===== src/rtl/sram_req_arbiter_if.sv =====
// Bus bundle for sram_req_arbiter: the fetch channel, the data channel and
// the shared sram-like memory port. The arbiter uses the slave modport; the
// surrounding pipeline / bus bridge (or a testbench) uses the master modport.
interface sram_req_arbiter_if;
    // Fetch requester (read-only)
    logic        inst_req;
    logic [31:0] inst_addr;
    logic        inst_cancel;
    logic        inst_addr_ok;
    logic        inst_data_ok;
    logic [31:0] inst_rdata;

    // Data requester (read/write)
    logic        data_req;
    logic        data_wr;
    logic [3:0]  data_wstrb;
    logic [31:0] data_addr;
    logic [31:0] data_wdata;
    logic        data_addr_ok;
    logic        data_data_ok;
    logic [31:0] data_rdata;

    // Shared memory port
    logic        mem_req;
    logic        mem_wr;
    logic [3:0]  mem_wstrb;
    logic [31:0] mem_addr;
    logic [31:0] mem_wdata;
    logic        mem_addr_ok;
    logic        mem_data_ok;
    logic [31:0] mem_rdata;

    // Arbiter side
    modport slave (
        input  inst_req, inst_addr, inst_cancel,
        output inst_addr_ok, inst_data_ok, inst_rdata,
        input  data_req, data_wr, data_wstrb, data_addr, data_wdata,
        output data_addr_ok, data_data_ok, data_rdata,
        output mem_req, mem_wr, mem_wstrb, mem_addr, mem_wdata,
        input  mem_addr_ok, mem_data_ok, mem_rdata
    );

    // Requester / memory side
    modport master (
        output inst_req, inst_addr, inst_cancel,
        input  inst_addr_ok, inst_data_ok, inst_rdata,
        output data_req, data_wr, data_wstrb, data_addr, data_wdata,
        input  data_addr_ok, data_data_ok, data_rdata,
        input  mem_req, mem_wr, mem_wstrb, mem_addr, mem_wdata,
        output mem_addr_ok, mem_data_ok, mem_rdata
    );
endinterface


===== src/rtl/sram_req_arbiter.sv =====
// sram_req_arbiter: shares one sram-like memory port between the fetch
// requester (read-only) and the data requester (read/write).
// - Grant, mem_* drive and response routing are combinational (no added latency).
// - An in-order FIFO of {requester id, cancel} tracks outstanding transactions
//   so each mem_data_ok pulse is routed back to whoever issued it.
// - inst_cancel marks every owed fetch response as stale; stale responses are
//   consumed silently.
// - An address offered but not yet accepted locks the port to that requester
//   so the memory sees a stable address until mem_addr_ok.
// Optional feature: define ARB_RR_EN for round-robin arbitration between the
// two requesters; without it data always has priority over fetch.
module sram_req_arbiter #(
    parameter int OST_DEPTH = 4,    // max outstanding transactions, power of 2, >= 2
    parameter int OST_AW    = 2     // log2(OST_DEPTH)
) (
    input  logic               clk,
    input  logic               rstn,
    sram_req_arbiter_if.slave  bus
);

    // Requester identifiers as stored in the outstanding FIFO
    localparam logic ID_INST = 1'b0;
    localparam logic ID_DATA = 1'b1;

    localparam logic [OST_AW-1:0] PTR_ONE   = OST_AW'(1);
    localparam logic [OST_AW:0]   CNT_ONE   = (OST_AW+1)'(1);
    localparam logic [OST_AW:0]   CNT_FULL  = (OST_AW+1)'(OST_DEPTH);

    // Address-phase lock: which requester (if any) has an address on the
    // memory port that has not been accepted yet.
    typedef enum logic [1:0] {
        LK_IDLE = 2'd0,
        LK_INST = 2'd1,
        LK_DATA = 2'd2
    } lock_state_t;

    // ------------------------------------------------------------------
    // State
    // ------------------------------------------------------------------
    lock_state_t             r_lock_state;
    logic [OST_DEPTH-1:0]    r_fifo_id;
    logic [OST_DEPTH-1:0]    r_fifo_cancel;
    logic [OST_AW-1:0]       r_wptr;
    logic [OST_AW-1:0]       r_rptr;
    logic [OST_AW:0]         r_count;

    // ------------------------------------------------------------------
    // Combinational nets
    // ------------------------------------------------------------------
    logic                    w_full;
    logic                    w_empty;
    logic                    w_lock_hold;
    logic                    w_lock_id;
    logic                    w_any_req;
    logic                    w_win;
    logic                    w_tie_win;
    logic                    w_mem_req;
    logic                    w_push;
    logic                    w_pop;
    logic                    w_head_id;
    logic                    w_head_cancel;
    logic [31:0]             w_mem_addr;
    logic                    w_mem_wr;
    logic [3:0]              w_mem_wstrb;
    logic [31:0]             w_mem_wdata;
    logic [OST_DEPTH-1:0]    w_entry_valid;
    logic [OST_DEPTH-1:0]    w_fifo_id_next;
    logic [OST_DEPTH-1:0]    w_fifo_cancel_next;

    assign w_full  = (r_count == CNT_FULL);
    assign w_empty = (r_count == '0);

    // ------------------------------------------------------------------
    // Tie-break between simultaneous requesters
    // ------------------------------------------------------------------
`ifdef ARB_RR_EN
    // r_rr_next holds the requester that wins the next tie; it flips to the
    // other requester after every accepted address. Reset favours fetch.
    logic r_rr_next;

    // Round-robin pointer update on every accepted address
    always_ff @(posedge clk or negedge rstn) begin
        if (!rstn) begin
            r_rr_next <= ID_INST;
        end else if (w_push) begin
            r_rr_next <= ~w_win;
        end
    end

    assign w_tie_win = r_rr_next;
`else
    // Fixed priority: data beats fetch.
    assign w_tie_win = ID_DATA;
`endif

    // ------------------------------------------------------------------
    // Winner selection
    // ------------------------------------------------------------------
    // A lock only holds while its owner is still requesting; an abandoned
    // lock falls back to normal arbitration in the same cycle.
    always_comb begin
        w_lock_id   = (r_lock_state == LK_DATA) ? ID_DATA : ID_INST;
        w_lock_hold = ((r_lock_state == LK_INST) && bus.inst_req) ||
                      ((r_lock_state == LK_DATA) && bus.data_req);
        w_win       = ID_INST;
        w_any_req   = 1'b0;
        if (w_lock_hold) begin
            w_win     = w_lock_id;
            w_any_req = 1'b1;
        end else if (bus.data_req && bus.inst_req) begin
            w_win     = w_tie_win;
            w_any_req = 1'b1;
        end else if (bus.data_req) begin
            w_win     = ID_DATA;
            w_any_req = 1'b1;
        end else if (bus.inst_req) begin
            w_win     = ID_INST;
            w_any_req = 1'b1;
        end
    end

    // No request is offered while the FIFO is full, even if a response is
    // retiring an entry this cycle: the freed slot is usable next cycle.
    assign w_mem_req = rstn & w_any_req & ~w_full;
    assign w_push    = w_mem_req & bus.mem_addr_ok;
    // A response with nothing outstanding is ignored.
    assign w_pop     = rstn & bus.mem_data_ok & ~w_empty;

    // Memory-port fields follow the winner; everything is 0 when idle and a
    // fetch winner never writes.
    always_comb begin
        w_mem_addr  = '0;
        w_mem_wr    = 1'b0;
        w_mem_wstrb = '0;
        w_mem_wdata = '0;
        if (w_mem_req) begin
            if (w_win == ID_DATA) begin
                w_mem_addr  = bus.data_addr;
                w_mem_wr    = bus.data_wr;
                w_mem_wstrb = bus.data_wr ? bus.data_wstrb : 4'h0;
                w_mem_wdata = bus.data_wdata;
            end else begin
                w_mem_addr  = bus.inst_addr;
            end
        end
    end

    // ------------------------------------------------------------------
    // Lock FSM
    // ------------------------------------------------------------------
    // Lock onto the winner while its address waits for mem_addr_ok; release
    // on acceptance, on abandonment, or when nothing is offered.
    always_ff @(posedge clk or negedge rstn) begin
        if (!rstn) begin
            r_lock_state <= LK_IDLE;
        end else begin
            if (w_mem_req && !bus.mem_addr_ok) begin
                r_lock_state <= (w_win == ID_DATA) ? LK_DATA : LK_INST;
            end else begin
                r_lock_state <= LK_IDLE;
            end
        end
    end

    // ------------------------------------------------------------------
    // Outstanding FIFO entries
    // ------------------------------------------------------------------
    genvar gi;
    generate
        for (gi = 0; gi < OST_DEPTH; gi++) begin : g_entry
            logic [OST_AW-1:0] w_offset;

            // Distance of this slot from the head decides whether it holds
            // a live transaction.
            assign w_offset          = OST_AW'(gi) - r_rptr;
            assign w_entry_valid[gi] = ({1'b0, w_offset} < r_count);

            // A freshly pushed fetch is already stale if cancel arrives in
            // the same cycle; live fetch entries become stale on cancel;
            // data entries are never cancelled.
            always_comb begin
                w_fifo_id_next[gi]     = r_fifo_id[gi];
                w_fifo_cancel_next[gi] = r_fifo_cancel[gi];
                if (w_push && (r_wptr == OST_AW'(gi))) begin
                    w_fifo_id_next[gi]     = w_win;
                    w_fifo_cancel_next[gi] = (w_win == ID_INST) & bus.inst_cancel;
                end else if (bus.inst_cancel && w_entry_valid[gi] &&
                             (r_fifo_id[gi] == ID_INST)) begin
                    w_fifo_cancel_next[gi] = 1'b1;
                end
            end
        end
    endgenerate

    // FIFO storage, pointers and occupancy
    always_ff @(posedge clk or negedge rstn) begin
        if (!rstn) begin
            r_fifo_id     <= '0;
            r_fifo_cancel <= '0;
            r_wptr        <= '0;
            r_rptr        <= '0;
            r_count       <= '0;
        end else begin
            r_fifo_id     <= w_fifo_id_next;
            r_fifo_cancel <= w_fifo_cancel_next;
            if (w_push) begin
                r_wptr <= r_wptr + PTR_ONE;
            end
            if (w_pop) begin
                r_rptr <= r_rptr + PTR_ONE;
            end
            if (w_push && !w_pop) begin
                r_count <= r_count + CNT_ONE;
            end else if (w_pop && !w_push) begin
                r_count <= r_count - CNT_ONE;
            end
        end
    end

    // ------------------------------------------------------------------
    // Response routing
    // ------------------------------------------------------------------
    // A cancel arriving in the same cycle as the head's response still
    // suppresses it.
    assign w_head_id     = r_fifo_id[r_rptr];
    assign w_head_cancel = r_fifo_cancel[r_rptr] | bus.inst_cancel;

    // ------------------------------------------------------------------
    // Outputs (all 0 while reset is asserted)
    // ------------------------------------------------------------------
    assign bus.mem_req      = w_mem_req;
    assign bus.mem_wr       = w_mem_wr;
    assign bus.mem_wstrb    = w_mem_wstrb;
    assign bus.mem_addr     = w_mem_addr;
    assign bus.mem_wdata    = w_mem_wdata;

    assign bus.inst_addr_ok = w_push & (w_win == ID_INST);
    assign bus.data_addr_ok = w_push & (w_win == ID_DATA);

    assign bus.inst_data_ok = w_pop & (w_head_id == ID_INST) & ~w_head_cancel;
    assign bus.data_data_ok = w_pop & (w_head_id == ID_DATA);

    assign bus.inst_rdata   = rstn ? bus.mem_rdata : 32'h0;
    assign bus.data_rdata   = rstn ? bus.mem_rdata : 32'h0;

`ifndef SYNTHESIS
    // Flag a memory response that has no outstanding transaction to match.
    always @(posedge clk) begin
        if (rstn && bus.mem_data_ok && w_empty) begin
            $error("sram_req_arbiter: mem_data_ok with no outstanding transaction");
        end
    end
`endif

endmodule


===== src/flat_wrapper.sv =====
// flat-port wrapper written by rule: the top's interface ports become plain ports
module sram_req_arbiter_flat 
#(
    parameter int OST_DEPTH = 4,                                                     
    parameter int OST_AW    = 2                       
)
  (clk, rstn, bus_inst_req, bus_inst_addr, bus_inst_cancel, bus_inst_addr_ok, bus_inst_data_ok, bus_inst_rdata, bus_data_req, bus_data_wr, bus_data_wstrb, bus_data_addr, bus_data_wdata, bus_data_addr_ok, bus_data_data_ok, bus_data_rdata, bus_mem_req, bus_mem_wr, bus_mem_wstrb, bus_mem_addr, bus_mem_wdata, bus_mem_addr_ok, bus_mem_data_ok, bus_mem_rdata);
  sram_req_arbiter_if bus_i ();
  input  logic clk;
  input  logic rstn;
  input wire logic [$bits(bus_i.inst_req)-1:0] bus_inst_req;
  input wire logic [$bits(bus_i.inst_addr)-1:0] bus_inst_addr;
  input wire logic [$bits(bus_i.inst_cancel)-1:0] bus_inst_cancel;
  output wire logic [$bits(bus_i.inst_addr_ok)-1:0] bus_inst_addr_ok;
  output wire logic [$bits(bus_i.inst_data_ok)-1:0] bus_inst_data_ok;
  output wire logic [$bits(bus_i.inst_rdata)-1:0] bus_inst_rdata;
  input wire logic [$bits(bus_i.data_req)-1:0] bus_data_req;
  input wire logic [$bits(bus_i.data_wr)-1:0] bus_data_wr;
  input wire logic [$bits(bus_i.data_wstrb)-1:0] bus_data_wstrb;
  input wire logic [$bits(bus_i.data_addr)-1:0] bus_data_addr;
  input wire logic [$bits(bus_i.data_wdata)-1:0] bus_data_wdata;
  output wire logic [$bits(bus_i.data_addr_ok)-1:0] bus_data_addr_ok;
  output wire logic [$bits(bus_i.data_data_ok)-1:0] bus_data_data_ok;
  output wire logic [$bits(bus_i.data_rdata)-1:0] bus_data_rdata;
  output wire logic [$bits(bus_i.mem_req)-1:0] bus_mem_req;
  output wire logic [$bits(bus_i.mem_wr)-1:0] bus_mem_wr;
  output wire logic [$bits(bus_i.mem_wstrb)-1:0] bus_mem_wstrb;
  output wire logic [$bits(bus_i.mem_addr)-1:0] bus_mem_addr;
  output wire logic [$bits(bus_i.mem_wdata)-1:0] bus_mem_wdata;
  input wire logic [$bits(bus_i.mem_addr_ok)-1:0] bus_mem_addr_ok;
  input wire logic [$bits(bus_i.mem_data_ok)-1:0] bus_mem_data_ok;
  input wire logic [$bits(bus_i.mem_rdata)-1:0] bus_mem_rdata;
  assign bus_i.inst_req = bus_inst_req;
  assign bus_i.inst_addr = bus_inst_addr;
  assign bus_i.inst_cancel = bus_inst_cancel;
  assign bus_inst_addr_ok = bus_i.inst_addr_ok;
  assign bus_inst_data_ok = bus_i.inst_data_ok;
  assign bus_inst_rdata = bus_i.inst_rdata;
  assign bus_i.data_req = bus_data_req;
  assign bus_i.data_wr = bus_data_wr;
  assign bus_i.data_wstrb = bus_data_wstrb;
  assign bus_i.data_addr = bus_data_addr;
  assign bus_i.data_wdata = bus_data_wdata;
  assign bus_data_addr_ok = bus_i.data_addr_ok;
  assign bus_data_data_ok = bus_i.data_data_ok;
  assign bus_data_rdata = bus_i.data_rdata;
  assign bus_mem_req = bus_i.mem_req;
  assign bus_mem_wr = bus_i.mem_wr;
  assign bus_mem_wstrb = bus_i.mem_wstrb;
  assign bus_mem_addr = bus_i.mem_addr;
  assign bus_mem_wdata = bus_i.mem_wdata;
  assign bus_i.mem_addr_ok = bus_mem_addr_ok;
  assign bus_i.mem_data_ok = bus_mem_data_ok;
  assign bus_i.mem_rdata = bus_mem_rdata;
  sram_req_arbiter #(.OST_DEPTH(OST_DEPTH), .OST_AW(OST_AW)) u_core (.clk(clk), .rstn(rstn), .bus(bus_i));
endmodule

===== config.mk =====
export PLATFORM = sky130hd
export DESIGN_NAME = sram_req_arbiter_flat
export DESIGN_NICKNAME = d
export VERILOG_FILES = /design/src/rtl/sram_req_arbiter_if.sv /design/src/rtl/sram_req_arbiter.sv /design/src/flat_wrapper.sv
export SDC_FILE = /design/constraint.sdc
export NUM_CORES = 1
export LEC_CHECK = 0
export BUFFER_PORTS_ARGS = -buffer_cell sky130_fd_sc_hd__buf_2
export CORE_AREA = 2 2 108 110
export DETAILED_ROUTE_END_ITERATION = 10
export DIE_AREA = 0 0 110 112
export PLACE_DENSITY_LB_ADDON = 0.15
export SYNTH_ARGS = -nofsm -noshare
export SYNTH_HDL_FRONTEND = slang
export SYNTH_SLANG_ARGS = --single-unit

===== constraint.sdc =====
create_clock -name clk -period 3.5 [get_ports clk]
set_clock_uncertainty 0.15 [all_clocks]
set_input_delay 0.175 -clock clk [delete_from_list [all_inputs] [get_ports clk]]
set_output_delay 0.175 -clock clk [all_outputs]
set_load 0.02 [all_outputs]

==> results of run 1 <==
worst min path at each step:
| stage | start | to | depth (start not counted) |
|---|---|---|---|
| after CTS | bus_mem_addr_ok | u_core.r_lock_state[1]$_DFF_PN0_ | 2 |
| after global routing | bus_mem_addr_ok | u_core.r_lock_state[0]$_DFF_PN0_ | 2 |
| after global placement | rstn | u_core.r_lock_state[0]$_DFF_PN0_ | 2 |
| after detailed placement | rstn | u_core.r_count[0]$_DFFE_PN0P_ | 2 |
| final | bus_mem_addr_ok | u_core.r_lock_state[0]$_DFF_PN0_ | 2 |
| after floorplan | rstn | u_core.r_count[0]$_DFFE_PN0P_ | 0 |
through the flow:
step / total power (uW) / instance area, sq um / instances
finish: 1520 / 3570 / 690
global route: 1670 / 3570 / 690
CTS: 1540 / 3570 / 690
detailed placement: 1310 / 3480 / 685
global placement: 1300 / 3480 / 685
floorplan: 1030 / 2230 / 315
kinds of logic after synthesis:
group	synth area share, %
adders and majority gates	5.96
buffers and inverters	17.9
and+or+nand+nor	36.2
xor gates and xnor gates	2.75
DFF	19.1
AOI/OAI and AO/OA	12.8
muxes	5.28
timing repair:
| item | 4_1_cts | 5_1_grt |
|---|---|---|
| hold endpoints to repair | 17 | 0 |
| hold buffers | 1 | 0 |
| gates resized for setup | 0 | 0 |
| buffers inserted | 0 | 0 |
worst reg2reg max path, cell delays in order (launching register included):
cell and delay [ns]:
dfrtp_1 0.44, nor3b_2 0.18, or2_1 0.30, inv_6 0.21, nand2_1 0.14, inv_2 0.14
ha_1 0.20, inv_1 0.06, fa_1 0.37, xor2_1 0.16, nor2_1 0.11, xor2_1 0.15
cell type report:
| class | count | area (sq um) |
|---|---|---|
| clock buffers | 4 | 78.8 |
| multi-input cells | 232 | 1400 |
| inverters | 11 | 46.3 |
| repair buffers | 283 | 1430 |
| flip-flops and latches | 17 | 425 |
| well taps | 143 | 179 |
| fillers | 1238 | 7610 |
state kept, by name (all words and copies together) (netlist names):
register and cells:
u_core.r_rptr 2, u_core.r_fifo_cancel 4, u_core.r_lock_state 2, u_core.r_count 3
u_core.r_wptr 2, u_core.r_fifo_id 4
cells in the final DEF (no fill, tap or decap), drive strengths merged:
| master | netlist | layout |
|---|---|---|
| a31oi | 3 | 3 |
| xnor2 | 4 | 4 |
| a32oi | 2 | 2 |
| nand4bb | 1 | 1 |
| dfrtp | 17 | 17 |
| inv | 11 | 11 |
| fa | 1 | 1 |
| mux4 | 2 | 2 |
| ha | 9 | 9 |
| o21ai | 5 | 5 |
| nand3 | 3 | 3 |
| nor4 | 1 | 1 |
| and2 | 36 | 36 |
| nor2 | 4 | 4 |
| mux2 | 4 | 4 |
| o211ai | 1 | 1 |
| or2 | 1 | 1 |
| clkbuf | 18 | 4 |
| o2111ai | 1 | 1 |
| nand2 | 70 | 70 |
| xor2 | 3 | 3 |
| and3 | 33 | 33 |
| nor3b | 1 | 1 |
| nor2b | 3 | 3 |
| a21oi | 36 | 36 |
| nand2b | 1 | 1 |
| o21bai | 1 | 1 |
| dlygate4sd3 | 0 | 1 |
| nor3 | 2 | 2 |
| o21a | 1 | 1 |
| o311ai | 1 | 1 |
| buf | 37 | 282 |
| mux2i | 2 | 2 |
routing by layer:
| layer | vias to the layer above | GRT usage [%] | routed length (um) |
|---|---|---|---|
| met4 | 0 | 2.87 | 90 |
| met2 | 172 | 24.4 | 4190 |
| li1 | 1474 | - | - |
| met3 | 8 | 2.40 | 796 |
| met5 | - | 0 | 0 |
| met1 | 1297 | 13.2 | 3030 |
power by group:
part	internal, uW	switching [uW]
sequential	283	109
clock	155	77.2
combinational	393	507
total	831	693
==> impl_results.md, run 1 <==
- Min Tclk post-route: 2.71 ns
- Buffer levels on the longest clock path: 2
- Fin worst setup slack: 0.785 ns
- Core ar.: 0.0112 sq mm
- P per Cell Area: 427 mW/mm^2
- Die width: 110 um
- Syn Std Cell Area: 0.00223 sq mm
- Reg clk slew, reported paths: 0.05 ns
- Grt ovf: 0
- CTS tree: yes
- DR vias/cell: 4.28
- Setup-failing EPs final: 0
- Critical Path Start: rstn
- Worst endpoint required time: 3.53 ns
- Tot GR Track Use: 12.4%
- Worst path max stage delay: 0.53 ns
- Most frequent cells after synthesis: 70 x nand2_1, 36 x a21oi_1, 36 x and2_1, 33 x and3_1, 32 x buf_4
- Crit path launch type: primary input
- Crit Reg-Reg Endpoint: u_core.r_count[2]$_DFFE_PN0P_
- Critical path, cell by cell: dlygate4sd3_1 > buf_2 > o21ai_0 > or2_1 > inv_6 > nand2_1 > inv_2 > ha_1 > inv_1 > fa_1 > xor2_1 > nor2_1 > xor2_1
- Fin. Hold Viols: 0
- Hold WS: 0.119 ns
- Standard-cell rows: 39
- Worst ir drop on vdd: 0.278 mV
- Initial DRC count: 75
- H-tree depth: 1
- Clk root buf: clkbuf_16
- Crit path depth: 13
- Cell with the most instances after synthesis: nand2_1
- Antenna violations before repair: 0
- Arrival @ worst endpoint: 2.74 ns
- Initial core utilization: 19.9%
- Measured slew at the worst slew-check pin: 0.683 ns
- Netlist cell types: 41
- Cts bufs inserted: 3
- Worst r2r path cells: 11
- Drt first pass iters: 4
- Area Overhead vs Synth: 60.3%
- Post-synth EDFFs: 0
- Die Area: 0.0123 sq mm
- Core Util, Final: 31.9%
- Layout cell share with drive strength beyond 1: 54.5%
- Post-route DRC violation count: 0
- Mapped Avg Cell Area: 7.07 sq um
- Largest cells by area after synthesis: dfrtp_1 19%, nand2_1 12%, buf_4 11%, and2_1 10%, and3_1 9.3%
- Syn. warnings: 0
- Number of I/O pins: 278
- Via count: 2951
- Area leader, netlist: dfrtp_1
- Max-cap violation count: 0
- Static leakage: 0.00226 uW
- Post-synth ARST share: 100%
- Routed len/inst: 11.8 um
- Worst-case headroom to the max-slew limit: 53.8%
- Detail Route Antenna Nets: 0
- Inserted Diodes: 0
- Result of the run: complete, no violations
- Worst hold path type: primary input to flip-flop
- Clk_lat worst skew: 0.25 ns
- Synthesized flop and latch total: 17
- PortBufs: 277
- Critical path's top delay family: buffers and inverters
- Critical R2R Launch: u_core.r_count[2]$_DFFE_PN0P_
- Worst slack, placed: 0.794 ns
- Largest net degree at the start of global routing: 51
- Final Cycle Share: 77.6%
- Final slew viol count: 0
- Most frequent cell on the critical path: xor2_1
- Seq/Total Area, Yosys: 19.1%
- Critical-path maximum fanout: 40
- Post-layout nets: 698
- Cells after Synth: 315
- Number of global-route vias before repair: 2753
- GP Congestion: 0.792
- Crit path kind: primary input to flip-flop
- Clk sink count: 17
- Crit path to: u_core.r_count[2]$_DFFE_PN0P_
- Slowest CP cell: dlygate4sd3_1
- FMAX: 0.368 GHz
- Synth Flop Type: dfrtp_1
- Mapped Nets: 465
- Die H: 112 um
- Slack of the worst reg-to-reg path: 0.81 ns
- Crit. End Element: flip-flop
- Final wirelength: 8.11 mm
- Number of buffers and inverters on the critical path: 5
- Global-route wire length before repair: 12.5 mm
- RSZ-0062 raised after global routing: false
- Setup_tns: 0 ns
- DP HPWL: 6.76 mm
- Top cell type's share of synthesized area: 19.1%
(Power assumes the default switching activity.)
==> run 2, diff against run 1 <==
==> constraint.sdc (replaced) <==
create_clock -name clk -period 2.8 [get_ports clk]
set_clock_uncertainty 0.15 [all_clocks]
set_input_delay 0.14 -clock clk [delete_from_list [all_inputs] [get_ports clk]]
set_output_delay 0.14 -clock clk [all_outputs]
set_load 0.02 [all_outputs]
==> run 2 against run 1 <==
Compared with the run above: hold slack lost 0.051 ns; via count increased by 0.95%; critical path depth decreased by 2; cell count is 0.43% higher; critical path type is now flip-flop to flip-flop; largest power group unchanged.
==> impl_results.md, run 2 (same netlist as run 1, synthesis figures left out) <==
- Result of the run: complete, no violations
- Die H: 112 um (unchanged)
- Detail Route Antenna Nets: 0 (unchanged)
- Core ar.: 0.0112 sq mm (unchanged)
- Setup-failing EPs final: 0 (unchanged)
- Arrival @ worst endpoint: 2.62 ns (-0.12 ns)
- Tot GR Track Use: 12.7% (+0.32 points)
- Initial core utilization: 19.9% (unchanged)
- Standard-cell rows: 39 (unchanged)
- Layout cell share with drive strength beyond 1: 54.7% (+0.25 points)
- Reg clk slew, reported paths: 0.05 ns (about the same)
- Antenna violations before repair: 0 (unchanged)
- Largest regs: u_core.r_fifo_cancel: 4 flops, u_core.r_fifo_id: 4 flops, u_core.r_count: 3 flops
- Post-route DRC violation count: 0 (unchanged)
- Min Tclk post-route: 2.60 ns
- Cts bufs inserted: 3 (unchanged)
- Critical-path maximum fanout: 7 (-83%)
- Worst hold path type: primary input to flip-flop
- Clk root buf: clkbuf_16
- Via count: 2979 (+0.95%)
- Crit. End Element: flip-flop
- DP HPWL: 6.96 mm (+2.9%)
- Crit path launch type: flip-flop
- Most frequent cells in the layout: 277 x buf_2, 70 x nand2_1, 36 x and2_1, 36 x a21oi_1, 33 x and3_1
- Largest net degree at the start of global routing: 51 (unchanged)
- Routed len/inst: 12.0 um (+2.3%)
- Static leakage: 0.00227 uW (+0.63%)
- Worst endpoint required time: 2.82 ns (-0.71 ns)
- Initial DRC count: 66 (-12%)
- CTS tree: yes
- Core Util, Final: 32.1% (+0.20 points)
- Die Area: 0.0123 sq mm (unchanged)
- Setup_tns: 0 ns (unchanged)
- Worst-case headroom to the max-slew limit: 61.2% (+7.5 points)
- Grt ovf: 0 (unchanged)
- P per Cell Area: 537 mW/mm^2 (+26%)
- Clk sink count: 17 (unchanged)
- Global-route wire length before repair: 12.7 mm (+1.5%)
- Worst ir drop on vdd: 0.257 mV (-7.7%)
- Final Cycle Share: 92.8%
- Clk_lat worst skew: 0.25 ns (about the same)
- PortBufs: 277 (unchanged)
- Slack of the worst reg-to-reg path: 0.20 ns (-0.61 ns)
- Number of global-route vias before repair: 2781 (+1.0%)
- Post-layout nets: 701 (+0.43%)
- Final slew viol count: 0 (unchanged)
- FILL cells: 1220 (-1.5%)
- CTS resizes: 0 (unchanged)
- Measured slew at the worst slew-check pin: 0.582 ns (-0.101 ns)
- H-tree depth: 1 (unchanged)
- GP Congestion: 0.807 (+1.8%)
- Drt first pass iters: 4 (unchanged)
- Buffer levels on the longest clock path: 2 (unchanged)
- DR vias/cell: 4.30 (+0.51%)
- RSZ-0062 raised after global routing: false
- Inserted Diodes: 0 (unchanged)
- Final wirelength: 8.34 mm (+2.7%)
- Die width: 110 um (unchanged)
- Fin. Hold Viols: 0 (unchanged)
- Number of I/O pins: 278 (unchanged)
- Max-cap violation count: 0 (unchanged)
- Commonest non-fill, non-tap cell in the layout: buf_2
- Area Overhead vs Synth: 61.3%
- FMAX: 0.385 GHz
- Crit path kind: flip-flop to flip-flop
[run 2: cell count changes in the layout (fill, tap and decap cells not counted)]
cell | before | now
buf_4 | 5 | 8
[run 2: report_power, final]
part	internal (uW)	switching (uW)	leakage [uW]
clock network	194	97.8	0.0000382
registers	354	141	0.000195
logic	500	641	0.00204
[run 2: routing by layer]
layer | global-route usage, % | wire length, um | vias up
met2 | 25.1 | 4390 | 176
li1 | - | - | 1483
met4 | 3.21 | 75 | 0
met1 | 13.4 | 3020 | 1313
met3 | 2.46 | 851 | 7
met5 | 0 | 0 | -
[run 2: worst paths after layout]
kind	to	startpoint	cells after the start
worst max register to register	u_core.r_count[2]$_DFFE_PN0P_	u_core.r_count[2]$_DFFE_PN0P_	11
min in group asynchronous	u_core.r_lock_state[1]$_DFF_PN0_	rstn	3
max in group asynchronous	u_core.r_fifo_cancel[1]$_DFFE_PN0P_	rstn	3
worst max-delay path	u_core.r_count[2]$_DFFE_PN0P_	u_core.r_count[2]$_DFFE_PN0P_	11
worst min-delay path	u_core.r_lock_state[0]$_DFF_PN0_	bus_mem_addr_ok	2
worst min register to register	u_core.r_fifo_cancel[3]$_DFFE_PN0P_	u_core.r_fifo_cancel[3]$_DFFE_PN0P_	2
[run 2: final cells by class]
type	instances	area, sq um	area share, %
Tap cell	143	179	4.98
Sequential cell	17	425	11.9
Clock buffer	4	78.8	2.20
Timing Repair Buffer	286	1460	40.6
Inverter	11	46.3	1.29
Multi-Input combinational cell	232	1400	39.1
[run 2: critical path, cell delays in order (launching register included)]
cell	delay, ns
dfrtp_1	0.44
nor3b_2	0.20
or2_1	0.30
inv_6	0.06
nand2_1	0.09
inv_2	0.14
ha_1	0.20
inv_1	0.06
fa_1	0.39
xor2_1	0.18
nor2_1	0.13
xor2_1	0.17
[run 2: what timing repair did]
| item | in CTS | in global routing |
|---|---|---|
| setup buffers | 0 | 0 |
| hold endpoints to repair | 17 | 0 |
| hold buffers | 1 | 0 |
[run 2: metrics by stage]
| stage | area [sq um] | hold slack (ns) | cells | power, uW | worst slack (ns) |
|---|---|---|---|---|---|
| after floorplan | 2230 | -0.306 | 315 | 1290 | 0.417 |
| after global placement | 3500 | 0.0778 | 688 | 1630 | 0.369 |
| after detailed placement | 3500 | 0.0779 | 688 | 1650 | 0.245 |
| after CTS | 3590 | 0.0804 | 693 | 1960 | 0.214 |
| after global routing | 3590 | 0.0959 | 693 | 2100 | 0.0739 |
| final | 3590 | 0.0684 | 693 | 1930 | 0.202 |
==> run 3, diff against run 2 <==
--- a/config.mk
+++ b/config.mk
@@ -5,11 +5,11 @@
 export SDC_FILE = /design/constraint.sdc
 export NUM_CORES = 1
 export LEC_CHECK = 0
+export ABC_CLOCK_PERIOD_IN_PS = 2800
 export BUFFER_PORTS_ARGS = -buffer_cell sky130_fd_sc_hd__buf_2
 export CORE_AREA = 2 2 108 110
 export DETAILED_ROUTE_END_ITERATION = 10
 export DIE_AREA = 0 0 110 112
-export PLACE_DENSITY_LB_ADDON = 0.15
 export SYNTH_ARGS = -nofsm -noshare
 export SYNTH_HDL_FRONTEND = slang
 export SYNTH_SLANG_ARGS = --single-unit
==> run 3 against run 2 <==
Compared with the run above: global-route usage is 0.099 points higher; setup slack better by 0.074 ns; sequential share of layout area hardly changed; clock power hardly changed; largest power group unchanged; highest routed layer unchanged; register-to-register slack better by 0.07 ns; clock-buffer cell count is 1 lower; die area stayed put; total power is 0.12% higher; hold slack worse by 0.0097 ns; sequential cell count stayed put; final area hardly changed.
==> impl_results.md, run 3 (same netlist as run 1, synthesis figures left out) <==
- Arrival @ worst endpoint: 2.55 ns (-0.07 ns)
- Clk_lat worst skew: 0.25 ns (about the same)
- Static leakage: 0.00227 uW (about the same)
- Slowest CP cell: dfrtp_1
- Worst-case headroom to the max-slew limit: 53.1% (-8.1 points)
- Worst ir drop on vdd: 0.282 mV (+9.7%)
- H-tree depth: 1 (unchanged)
- Post-route DRC violation count: 0 (unchanged)
- Largest regs: u_core.r_fifo_cancel: 4 flops, u_core.r_fifo_id: 4 flops, u_core.r_count: 3 flops
- Setup_tns: 0 ns (unchanged)
- Comb pwr share: 59.3% (about the same)
- Initial DRC count: 72 (+9.1%)
- Commonest non-fill, non-tap cell in the layout: buf_2
- DR vias/cell: 4.36 (+1.4%)
- Critical-path maximum fanout: 7 (unchanged)
- RSZ-0062 raised after global routing: false
- Critical path, cell by cell: nor3b_2 > or2_1 > inv_6 > nand2_1 > inv_2 > ha_1 > inv_1 > fa_1 > xor2_1 > nor2_1 > xor2_1
- Via count: 3012 (+1.1%)
- Setup-failing EPs final: 0 (unchanged)
- Worst slack, placed: 0.300 ns (+0.0554 ns)
- GP Congestion: 0.858 (+6.3%)
- Routed len/inst: 12.4 um (+3.1%)
- Internal Power: 1050 uW (about the same)
- Min Tclk post-route: 2.52 ns (-0.0743 ns)
- Reg clk slew, reported paths: 0.05 ns (about the same)
- Finished Layout Cells: 691 (-0.29%)
- Fin worst setup slack: 0.276 ns (+0.0743 ns)
- Result of the run: complete, no violations
- Final Cycle Share: 90.1% (-2.7 points)
- Post-placement cell count: 686 (-0.29%)
- Area Overhead vs Synth: 61.2% (about the same)
- Crit path launch type: flip-flop
- Final wirelength: 8.57 mm (+2.8%)
- Layout cell share with drive strength beyond 1: 54.7% (about the same)
- Clk root buf: clkbuf_16
- Core ar.: 0.0112 sq mm (unchanged)
- Clk sink count: 17 (unchanged)
- Final slew viol count: 0 (unchanged)
- Die H: 112 um (unchanged)
- Antenna violations before repair: 0 (unchanged)
- Post-layout nets: 699 (-0.29%)
- Standard-cell rows: 39 (unchanged)
- Reg power frac: 25.6% (about the same)
- Fin. Hold Viols: 0 (unchanged)
- Sw Pwr: 883 uW (+0.36%)
- Most frequent cell on the critical path: xor2_1
- Drt first pass iters: 4 (unchanged)
- Sw Share: 45.8% (+0.11 points)
- Die Area: 0.0123 sq mm (unchanged)
- Cts bufs inserted: 3 (unchanged)
- Detail Route Antenna Nets: 0 (unchanged)
- DP HPWL: 7.34 mm (+5.5%)
- Number of buffers and inverters on the critical path: 3 (unchanged)
- Most frequent cells in the layout: 277 x buf_2, 70 x nand2_1, 36 x and2_1, 36 x a21oi_1, 33 x and3_1
- CTS tree: yes
- CTS resizes: 0 (unchanged)
- Die width: 110 um (unchanged)
- Number of I/O pins: 278 (unchanged)
- Grt ovf: 0 (unchanged)
- Max-cap violation count: 0 (unchanged)
- P per Cell Area: 538 mW/mm^2 (+0.15%)
- FMAX: 0.396 GHz (+2.9%)
- Measured slew at the worst slew-check pin: 0.703 ns (+0.121 ns)
- Initial core utilization: 19.9% (unchanged)
- Critical path's top delay family: simple AND/OR/NAND/NOR gates
- Buffer levels on the longest clock path: 2 (unchanged)
- Largest net degree at the start of global routing: 51 (unchanged)
- PortBufs: 277 (unchanged)
- Worst endpoint required time: 2.83 ns (about the same)
- Number of global-route vias before repair: 2758 (-0.83%)
- Clock Power Share: 15.1% (about the same)
- Tot GR Track Use: 12.8% (+0.099 points)
- Worst hold path type: primary input to flip-flop
- Crit. End Element: flip-flop
- Inserted Diodes: 0 (unchanged)
- Global-route wire length before repair: 12.9 mm (+1.2%)
- Worst path max stage delay: 0.44 ns (about the same)
- Crit path kind: flip-flop to flip-flop
- Setup Buffers After CTS: 0 (unchanged)
==> run 3: cell count changes in the layout (fill, tap and decap cells not counted), sizes merged <==
cell    before  now
clkbuf       4    3
buf        285  283
clkinv       0    1
==> run 3: cell type report <==
cell class	instances	area [sq um]
Inverter	11	46.3
Multi-Input combinational cell	232	1400
Sequential cell	17	425
Clock inverter	1	5.00
Clock buffer	3	75.1
Timing Repair Buffer	284	1450
Tap cell	143	179
Fill cell	1195	7590
==> run 3: final timing paths <==
check,end,depth (start not counted),slack [ns],from
setup reg to reg,u_core.r_count[2]$_DFFE_PN0P_,11,0.28,u_core.r_count[2]$_DFFE_PN0P_
setup / recovery,u_core.r_count[2]$_DFFE_PN0P_,11,0.28,u_core.r_count[2]$_DFFE_PN0P_
hold reg to reg,u_core.r_fifo_cancel[3]$_DFFE_PN0P_,2,0.35,u_core.r_fifo_cancel[3]$_DFFE_PN0P_
hold / removal,u_core.r_lock_state[1]$_DFF_PN0_,2,0.06,bus_mem_addr_ok
max in group asynchronous,u_core.r_rptr[1]$_DFFE_PN0P_,3,1.87,rstn
min in group asynchronous,u_core.r_count[1]$_DFFE_PN0P_,3,0.31,rstn
==> run 3: repair_timing <==
action	CTS	global route
endpoints found under the hold margin	17	0
hold buffers	1	0
setup endpoints to repair	0	0
==> run 3: per-layer routing <==
metal	wire, um	track usage (%)	up-vias
met2	4300	24.3	181
met1	3380	15.3	1348
li1	-	-	1477
met5	0	0	-
met3	833	1.64	6
met4	53	2.19	0
==> run 3: worst reg2reg max path, delay by kind of cell, from the launching register on <==
family                     cells  cell delay, ns
and+or+nand+nor                4            0.71
DFF                            1            0.44
adders and majority gates      2            0.57
buffers and inverters          3            0.27
xor gates and xnor gates       2            0.32
==> run 3: power by group through the flow <==
| stage | logic, uW | clock network [uW] | registers, uW |
|---|---|---|---|
| 2_1_floorplan | 853 | 0 | 436 |
| 3_3_place_gp | 1130 | 0 | 483 |
| 3_5_place_dp | 1150 | 0 | 496 |
| 4_1_cts | 1160 | 297 | 494 |
| 5_1_grt | 1280 | 310 | 518 |
| 6_report | 1140 | 292 | 493 |
==> run 3: through the flow <==
step | hold slack, ns | instance area (sq um) | power (uW) | utilization (%)
final | 0.0587 | 3590 | 1930 | 32.1
after global routing | 0.0797 | 3590 | 2110 | 32.1
after CTS | 0.0634 | 3590 | 1950 | 32.1
after detailed placement | 0.0649 | 3500 | 1650 | 31.3
after global placement | 0.0668 | 3500 | 1610 | 31.3
after floorplan | -0.306 | 2230 | 1290 | -
